**config.mk**
```make
export PLATFORM = sky130hd
export DESIGN_NAME = ft245_rx_cmd
export DESIGN_NICKNAME = d
export VERILOG_FILES = /design/src/rtl/ft245_rx_cmd.sv
export SDC_FILE = /design/constraint.sdc
export NUM_CORES = 1
export LEC_CHECK = 0
export CAP_MARGIN = 20
export CORE_ASPECT_RATIO = 1.1
export CORE_MARGIN = 1.5
export CORE_UTILIZATION = 40
export DETAILED_ROUTE_END_ITERATION = 10
export SLEW_MARGIN = 20
export SYNTH_ARGS = -nofsm -noshare
export SYNTH_HDL_FRONTEND = slang
export SYNTH_SLANG_ARGS = --single-unit
```
**constraint.sdc**
```tcl
create_clock -name clk -period 4.1 [get_ports clk]
set_input_delay 0.615 -clock clk [delete_from_list [all_inputs] [get_ports clk]]
set_output_delay 0.615 -clock clk [all_outputs]
set_load 0.02 [all_outputs]
```
**src/rtl/ft245_rx_cmd.sv**
```systemverilog
// FT245 receive path: drains host bytes with RXF#/RD# and decodes 5-byte
// command frames (A5, op, arg_hi, arg_lo, csum) onto a valid/ready port.
module ft245_rx_cmd #(
  parameter int unsigned RD_LOW_CYC  = 3,
  parameter int unsigned RD_HIGH_CYC = 4,
  parameter int unsigned TIMEOUT_CYC = 500000,
  parameter logic [7:0]  HDR_BYTE    = 8'hA5
) (
  input  logic        clk,
  input  logic        rst,
  input  logic [7:0]  ft_d,
  input  logic        ft_rxf_n,
  output logic        ft_rd_n,
  input  logic        rx_en,
  output logic        rx_busy,
  output logic        cmd_valid,
  input  logic        cmd_ready,
  output logic [7:0]  cmd_op,
  output logic [15:0] cmd_arg,
  output logic        err_pulse,
  output logic [1:0]  err_code
);

  localparam int unsigned BUS_MAX   = (RD_LOW_CYC > RD_HIGH_CYC) ? RD_LOW_CYC : RD_HIGH_CYC;
  localparam int unsigned BUS_W     = $clog2(BUS_MAX + 1);
  localparam int unsigned TMO_MIN_W = $clog2(TIMEOUT_CYC + 1);
  localparam int unsigned TMO_W     = (TMO_MIN_W > 19) ? TMO_MIN_W : 19;

  localparam logic [1:0] ERR_CSUM    = 2'b01;
  localparam logic [1:0] ERR_TIMEOUT = 2'b10;

  typedef enum logic [1:0] {
    B_IDLE,
    B_RD_LOW,
    B_RD_HIGH
  } bus_state_t;

  typedef enum logic [2:0] {
    P_HDR,
    P_OP,
    P_AH,
    P_AL,
    P_CS
  } prs_state_t;

  // RXF# synchronizer
  logic rxf_meta;
  logic rxf_s;

  always_ff @(posedge clk or posedge rst) begin
    if (rst) begin
      rxf_meta <= 1'b1;
      rxf_s    <= 1'b1;
    end else begin
      rxf_meta <= ft_rxf_n;
      rxf_s    <= rxf_meta;
    end
  end

  // Bus FSM: RD# strobe generation and byte capture
  bus_state_t       bus_state;
  bus_state_t       bus_state_nx;
  logic [BUS_W-1:0] bus_cnt;
  logic [BUS_W-1:0] bus_cnt_nx;
  logic [7:0]       byte_q;
  logic [7:0]       byte_nx;
  logic             byte_stb;
  logic             byte_stb_nx;
  logic             rd_n_nx;
  logic             busy_nx;

  always_ff @(posedge clk or posedge rst) begin
    if (rst) begin
      bus_state <= B_IDLE;
      bus_cnt   <= '0;
      byte_q    <= '0;
      byte_stb  <= 1'b0;
      ft_rd_n   <= 1'b1;
      rx_busy   <= 1'b0;
    end else begin
      bus_state <= bus_state_nx;
      bus_cnt   <= bus_cnt_nx;
      byte_q    <= byte_nx;
      byte_stb  <= byte_stb_nx;
      ft_rd_n   <= rd_n_nx;
      rx_busy   <= busy_nx;
    end
  end

  always_comb begin
    bus_state_nx = bus_state;
    bus_cnt_nx   = bus_cnt;
    byte_nx      = byte_q;
    byte_stb_nx  = 1'b0;
    case (bus_state)
      B_IDLE: begin
        // A pending command stalls reads so the FT245 FIFO absorbs backpressure
        if (rx_en && !rxf_s && !cmd_valid) begin
          bus_state_nx = B_RD_LOW;
          bus_cnt_nx   = '0;
        end
      end
      B_RD_LOW: begin
        if (bus_cnt == BUS_W'(RD_LOW_CYC - 1)) begin
          bus_state_nx = B_RD_HIGH;
          bus_cnt_nx   = '0;
          byte_nx      = ft_d;
          byte_stb_nx  = 1'b1;
        end else begin
          bus_cnt_nx = bus_cnt + BUS_W'(1);
        end
      end
      B_RD_HIGH: begin
        if (bus_cnt == BUS_W'(RD_HIGH_CYC - 1)) begin
          bus_state_nx = B_IDLE;
          bus_cnt_nx   = '0;
        end else begin
          bus_cnt_nx = bus_cnt + BUS_W'(1);
        end
      end
      default: begin
        bus_state_nx = B_IDLE;
        bus_cnt_nx   = '0;
      end
    endcase
    rd_n_nx = (bus_state_nx != B_RD_LOW);
    busy_nx = (bus_state_nx != B_IDLE);
  end

  // Frame parser with inter-byte timeout
  prs_state_t       prs_state;
  prs_state_t       prs_nx;
  logic [7:0]       op_q;
  logic [7:0]       op_nx;
  logic [7:0]       ah_q;
  logic [7:0]       ah_nx;
  logic [7:0]       al_q;
  logic [7:0]       al_nx;
  logic [TMO_W-1:0] tmo_cnt;
  logic [TMO_W-1:0] tmo_nx;
  logic             tmo_run;
  logic             tmo_hit;
  logic             cmd_valid_nx;
  logic [7:0]       cmd_op_nx;
  logic [15:0]      cmd_arg_nx;
  logic             err_pulse_nx;
  logic [1:0]       err_code_nx;

  assign tmo_run = (prs_state != P_HDR) && (bus_state == B_IDLE);
  assign tmo_hit = tmo_run && (tmo_cnt >= TMO_W'(TIMEOUT_CYC - 1));

  always_ff @(posedge clk or posedge rst) begin
    if (rst) begin
      prs_state <= P_HDR;
      op_q      <= '0;
      ah_q      <= '0;
      al_q      <= '0;
      tmo_cnt   <= '0;
      cmd_valid <= 1'b0;
      cmd_op    <= '0;
      cmd_arg   <= '0;
      err_pulse <= 1'b0;
      err_code  <= '0;
    end else begin
      prs_state <= prs_nx;
      op_q      <= op_nx;
      ah_q      <= ah_nx;
      al_q      <= al_nx;
      tmo_cnt   <= tmo_nx;
      cmd_valid <= cmd_valid_nx;
      cmd_op    <= cmd_op_nx;
      cmd_arg   <= cmd_arg_nx;
      err_pulse <= err_pulse_nx;
      err_code  <= err_code_nx;
    end
  end

  always_comb begin
    prs_nx       = prs_state;
    op_nx        = op_q;
    ah_nx        = ah_q;
    al_nx        = al_q;
    tmo_nx       = tmo_cnt;
    cmd_valid_nx = cmd_valid;
    cmd_op_nx    = cmd_op;
    cmd_arg_nx   = cmd_arg;
    err_pulse_nx = 1'b0;
    err_code_nx  = err_code;

    if (cmd_valid && cmd_ready) begin
      cmd_valid_nx = 1'b0;
    end

    // A received byte takes priority over an expiring timeout
    if (byte_stb) begin
      tmo_nx = '0;
      case (prs_state)
        P_HDR: begin
          if (byte_q == HDR_BYTE) begin
            prs_nx = P_OP;
          end
        end
        P_OP: begin
          op_nx  = byte_q;
          prs_nx = P_AH;
        end
        P_AH: begin
          ah_nx  = byte_q;
          prs_nx = P_AL;
        end
        P_AL: begin
          al_nx  = byte_q;
          prs_nx = P_CS;
        end
        P_CS: begin
          prs_nx = P_HDR;
          if (byte_q == (op_q ^ ah_q ^ al_q)) begin
            cmd_valid_nx = 1'b1;
            cmd_op_nx    = op_q;
            cmd_arg_nx   = {ah_q, al_q};
          end else begin
            err_pulse_nx = 1'b1;
            err_code_nx  = ERR_CSUM;
          end
        end
        default: prs_nx = P_HDR;
      endcase
    end else if (tmo_hit) begin
      prs_nx       = P_HDR;
      tmo_nx       = '0;
      err_pulse_nx = 1'b1;
      err_code_nx  = ERR_TIMEOUT;
    end else if (tmo_run && (tmo_cnt != '1)) begin
      tmo_nx = tmo_cnt + TMO_W'(1);
    end
  end

endmodule
```
==> run metrics <==
routed len/inst=14.48 µm; Critical R2R Capture=cmd_arg[6]$_DFFE_PP0P_; part of the power in registers=between 40 and 50%; antenna violation net count after detailed routing=0; leakage=~2.4 nW; clock net sink count=roughly 90; fraction of final layout cells with drive strength greater than 1=18.66%; multi-input gate area in the final layout=~1900 µm²; switching part of the total power=27.88%; Worst Setup SP=byte_q[1]$_DFFE_PP0P_; critical path start-end classification=register to register; hold_buf cts=0; endpoint class of the critical path=register; wire length reported by the detailed router=approximately 8.1 mm; horizontal extent of the die=about 100 µm; Post-synth EDFFs=0; outcome=finished clean; worst slack at placement=between 1 and 1.5 ns; data required time at the worst endpoint=4.32 ns; Final Setup Violations=0; clock latency on the worst-skew pair=roughly 0.34 ns; largest net degree at the start of global routing=41; floorplan die area=between 10000 and 15000 µm²; capture point of the critical path=cmd_arg[6]$_DFFE_PP0P_; Pint=between 1.5 and 2 mW; final core utilization=49.80%; Synth Instances=365; unrepaired setup endpoints after global routing=false; number of nets in the synthesized netlist=387; drt pass-1 iters=4; largest clock skew in the final design=roughly 0.011 ns; area growth from synthesis to layout=21.32%; number of library cell types mapped by synthesis=between 40 and 50; detailed-route via count=roughly 2800; total standard cell area after synthesis=about 4300 µm²; number of flip-flops and latches in the synthesized netlist=92; weighted congestion reported at the end of routability-driven placement=between 0.7 and 0.8; count of yosys warnings during synthesis=0; min Tclk post-route=around 2.8 ns; post-synthesis area per instance=11.69 µm²; number of placement rows=39; Max VDD drop=between 200 and 250 µV; initial DRC count=approximately 130; setup slack of the most critical reg-to-reg path=1.30 ns; total track usage=15.67%; antenna violations before repair=0; Max Fanout on Critical Path=25; max-cap violations=0; Core Footprint=between 10000 and 15000 µm²; number of nets in the layout=about 440; number of buffers inserted by port buffering=42; DP HPWL=5.612 mm; fraction of synthesis flops using an asynchronous set or reset pin=100.0%; Comb pwr share=15.6%; number of cells traversed by the worst register-to-register path=5; clock tree from TritonCTS=yes; Root Driver=sky130_fd_sc_hd__clkbuf_16; transition time of the tightest slew-check pin=0.9230 ns; PD cells=458.2 nW/µm²; initial cell density of the core=between 40 and 50%; max_slew headroom=38.42%; Synth Flop Type=sky130_fd_sc_hd__dfrtp_1; H-tree level count=3; Congestion Overflow GR=0; final number of max-transition violations=0; clk buf depth=2; clock power share=38.5%; number of DRC violations after detailed routing=0; final critical-path share of the clock period=just under 70%; reg-to-reg startpoint=byte_q[1]$_DFFE_PP0P_; path class of the lowest-slack min-delay path=register to register; number of inserted filler cells in the final layout=approximately 950; global-route wire length before repair=~14 mm; Seq/Total Area, Yosys=between 50% and 60%; number of buffers created by CTS=9; antenna fix cells=0; switching power of the nets=between 600 and 700 µW; area taken by flip-flops and latches=roughly 2300 µm²; number of cells upsized or downsized after cts=0; IO Count=43; final setup TNS=0 ns; clock edge transition at the registers on the reported setup and hold paths=0.07 ns; average vias per placed instance=a little over 5; # Post-CTS Setup Buffers=0; Vert. Die Dim=approximately 110 µm; CP Launch Type=register; total count of hold-check failures in the final report=0; smallest setup slack after layout=approximately 1.3 ns; arrival time reported for the critical path endpoint=about 3 ns; peak clock frequency supported by timing=about 360 MHz; vias in the first global route=about 2800
cells by family after synthesis:
| kind of cell | count (synthesis) | share of synthesized area [%] |
|---|---|---|
| AO/OA/AOI/OAI | 46 | 6.452 |
| flip-flops | 92 | 54.05 |
| AND/OR/NAND/NOR | 115 | 13.43 |
| adder cells (fa/ha/maj) | 9 | 2.639 |
| multiplexers | 48 | 14.34 |
| buffers and inverters | 22 | 2.316 |
| XOR/XNOR | 33 | 6.774 |
worst max-delay path: stages, from the launching register on:
cell	delay (ns)
sky130_fd_sc_hd__dfrtp_1	0.45
sky130_fd_sc_hd__xnor2_1	0.16
sky130_fd_sc_hd__xnor2_1	0.14
sky130_fd_sc_hd__nor4_1	0.57
sky130_fd_sc_hd__nand3b_2	0.79
sky130_fd_sc_hd__mux2_4	0.55
synth_stat cells, types with 4 or more instances:
library cell	count	share of area, %
sky130_fd_sc_hd__a21oi_1	10	1.2
sky130_fd_sc_hd__a31oi_1	5	0.73
sky130_fd_sc_hd__clkbuf_1	4	0.35
sky130_fd_sc_hd__dfrtp_1	89	52
sky130_fd_sc_hd__ha_1	9	2.6
sky130_fd_sc_hd__inv_1	14	1.2
sky130_fd_sc_hd__mux2_2	29	7.7
sky130_fd_sc_hd__mux2_4	19	6.7
sky130_fd_sc_hd__nand2_1	43	3.8
sky130_fd_sc_hd__nand3_1	9	1.1
sky130_fd_sc_hd__nand4_1	5	0.73
sky130_fd_sc_hd__nor2_1	18	1.6
sky130_fd_sc_hd__nor2b_1	4	0.59
sky130_fd_sc_hd__nor3_1	9	1.1
sky130_fd_sc_hd__o21ai_0	17	2.0
sky130_fd_sc_hd__o31ai_1	4	0.70
sky130_fd_sc_hd__or3_1	7	1.0
sky130_fd_sc_hd__xnor2_1	19	3.9
sky130_fd_sc_hd__xor2_1	14	2.9
layout by cell type (no fill, tap or decap), drive strengths merged, types with 3 or more instances in the layout:
cell type | Yosys | final
a21oi | 10 | 10
a31oi | 5 | 5
and3 | 3 | 3
clkbuf | 4 | 10
clkdlybuf4s50 | 0 | 42
clkinv | 1 | 3
dfrtp | 89 | 89
dfstp | 3 | 3
ha | 9 | 9
inv | 14 | 15
mux2 | 48 | 48
nand2 | 43 | 43
nand3 | 9 | 9
nand4 | 5 | 5
nor2 | 18 | 18
nor2b | 4 | 4
nor3 | 9 | 9
nor4 | 3 | 3
nor4b | 3 | 3
o21ai | 17 | 17
o21bai | 3 | 3
o31ai | 4 | 4
or2 | 4 | 4
or3 | 7 | 7
xnor2 | 19 | 19
xor2 | 14 | 14
final cells by class:
cell class / instances / area share [%]
Clock buffer: 10 / 4.617
Clock inverter: 6 / 1.813
Inverter: 15 / 1.112
Multi-Input combinational cell: 251 / 36.04
Sequential cell: 92 / 44.55
Tap cell: 143 / 3.457
Timing Repair Buffer: 44 / 8.412
metrics by stage:
step / hold slack [ns] / area [µm²] / cells / power, mW
floorplan: 0.3452 / 4267 / 365 / 1.354
global placement: 0.3501 / 4843 / 545 / 1.472
detailed placement: 0.3528 / 4843 / 545 / 1.480
CTS: 0.3630 / 5176 / 561 / 2.403
global route: 0.3661 / 5176 / 561 / 2.494
finish: 0.3602 / 5176 / 561 / 2.372
worst min path at each step:
stage               slack, ns  cells after the start          startpoint              end
detailed placement       0.35                      0  rxf_meta$_DFF_PP1_  rxf_s$_DFF_PP1_
CTS                      0.36                      0  rxf_meta$_DFF_PP1_  rxf_s$_DFF_PP1_
floorplan                0.35                      0  rxf_meta$_DFF_PP1_  rxf_s$_DFF_PP1_
global placement         0.35                      0  rxf_meta$_DFF_PP1_  rxf_s$_DFF_PP1_
finish                   0.36                      0  rxf_meta$_DFF_PP1_  rxf_s$_DFF_PP1_
global route             0.37                      0  rxf_meta$_DFF_PP1_  rxf_s$_DFF_PP1_
power groups by stage:
stage          registers [mW]  clock network (mW)  logic [mW]
2_1_floorplan            1.09                   0       0.264
3_3_place_gp             1.10                   0       0.368
3_5_place_dp             1.11                   0       0.373
4_1_cts                  1.09               0.935       0.379
5_1_grt                  1.11               0.969       0.419
6_report                 1.09               0.913       0.370
sequential cells by signal (all words and copies together) (netlist names), 8 cells and up:
signal and count:
cmd_arg 16, tmo_cnt 19, ah_q 8, byte_q 8, al_q 8, op_q 8, cmd_op 8
per-layer routing:
metal | vias up | global-route usage, % | wire [µm] | part of all wire, %
li1 | 1370 | - | - | -
met1 | 1399 | 22.35 | 3944 | 49
met2 | 47 | 24.07 | 3815 | 47
met3 | 12 | 2.396 | 226 | 2.8
met4 | 0 | 5.833 | 138 | 1.7
met5 | - | 0 | 0 | 0
Power figures use the tool's default switching activity.
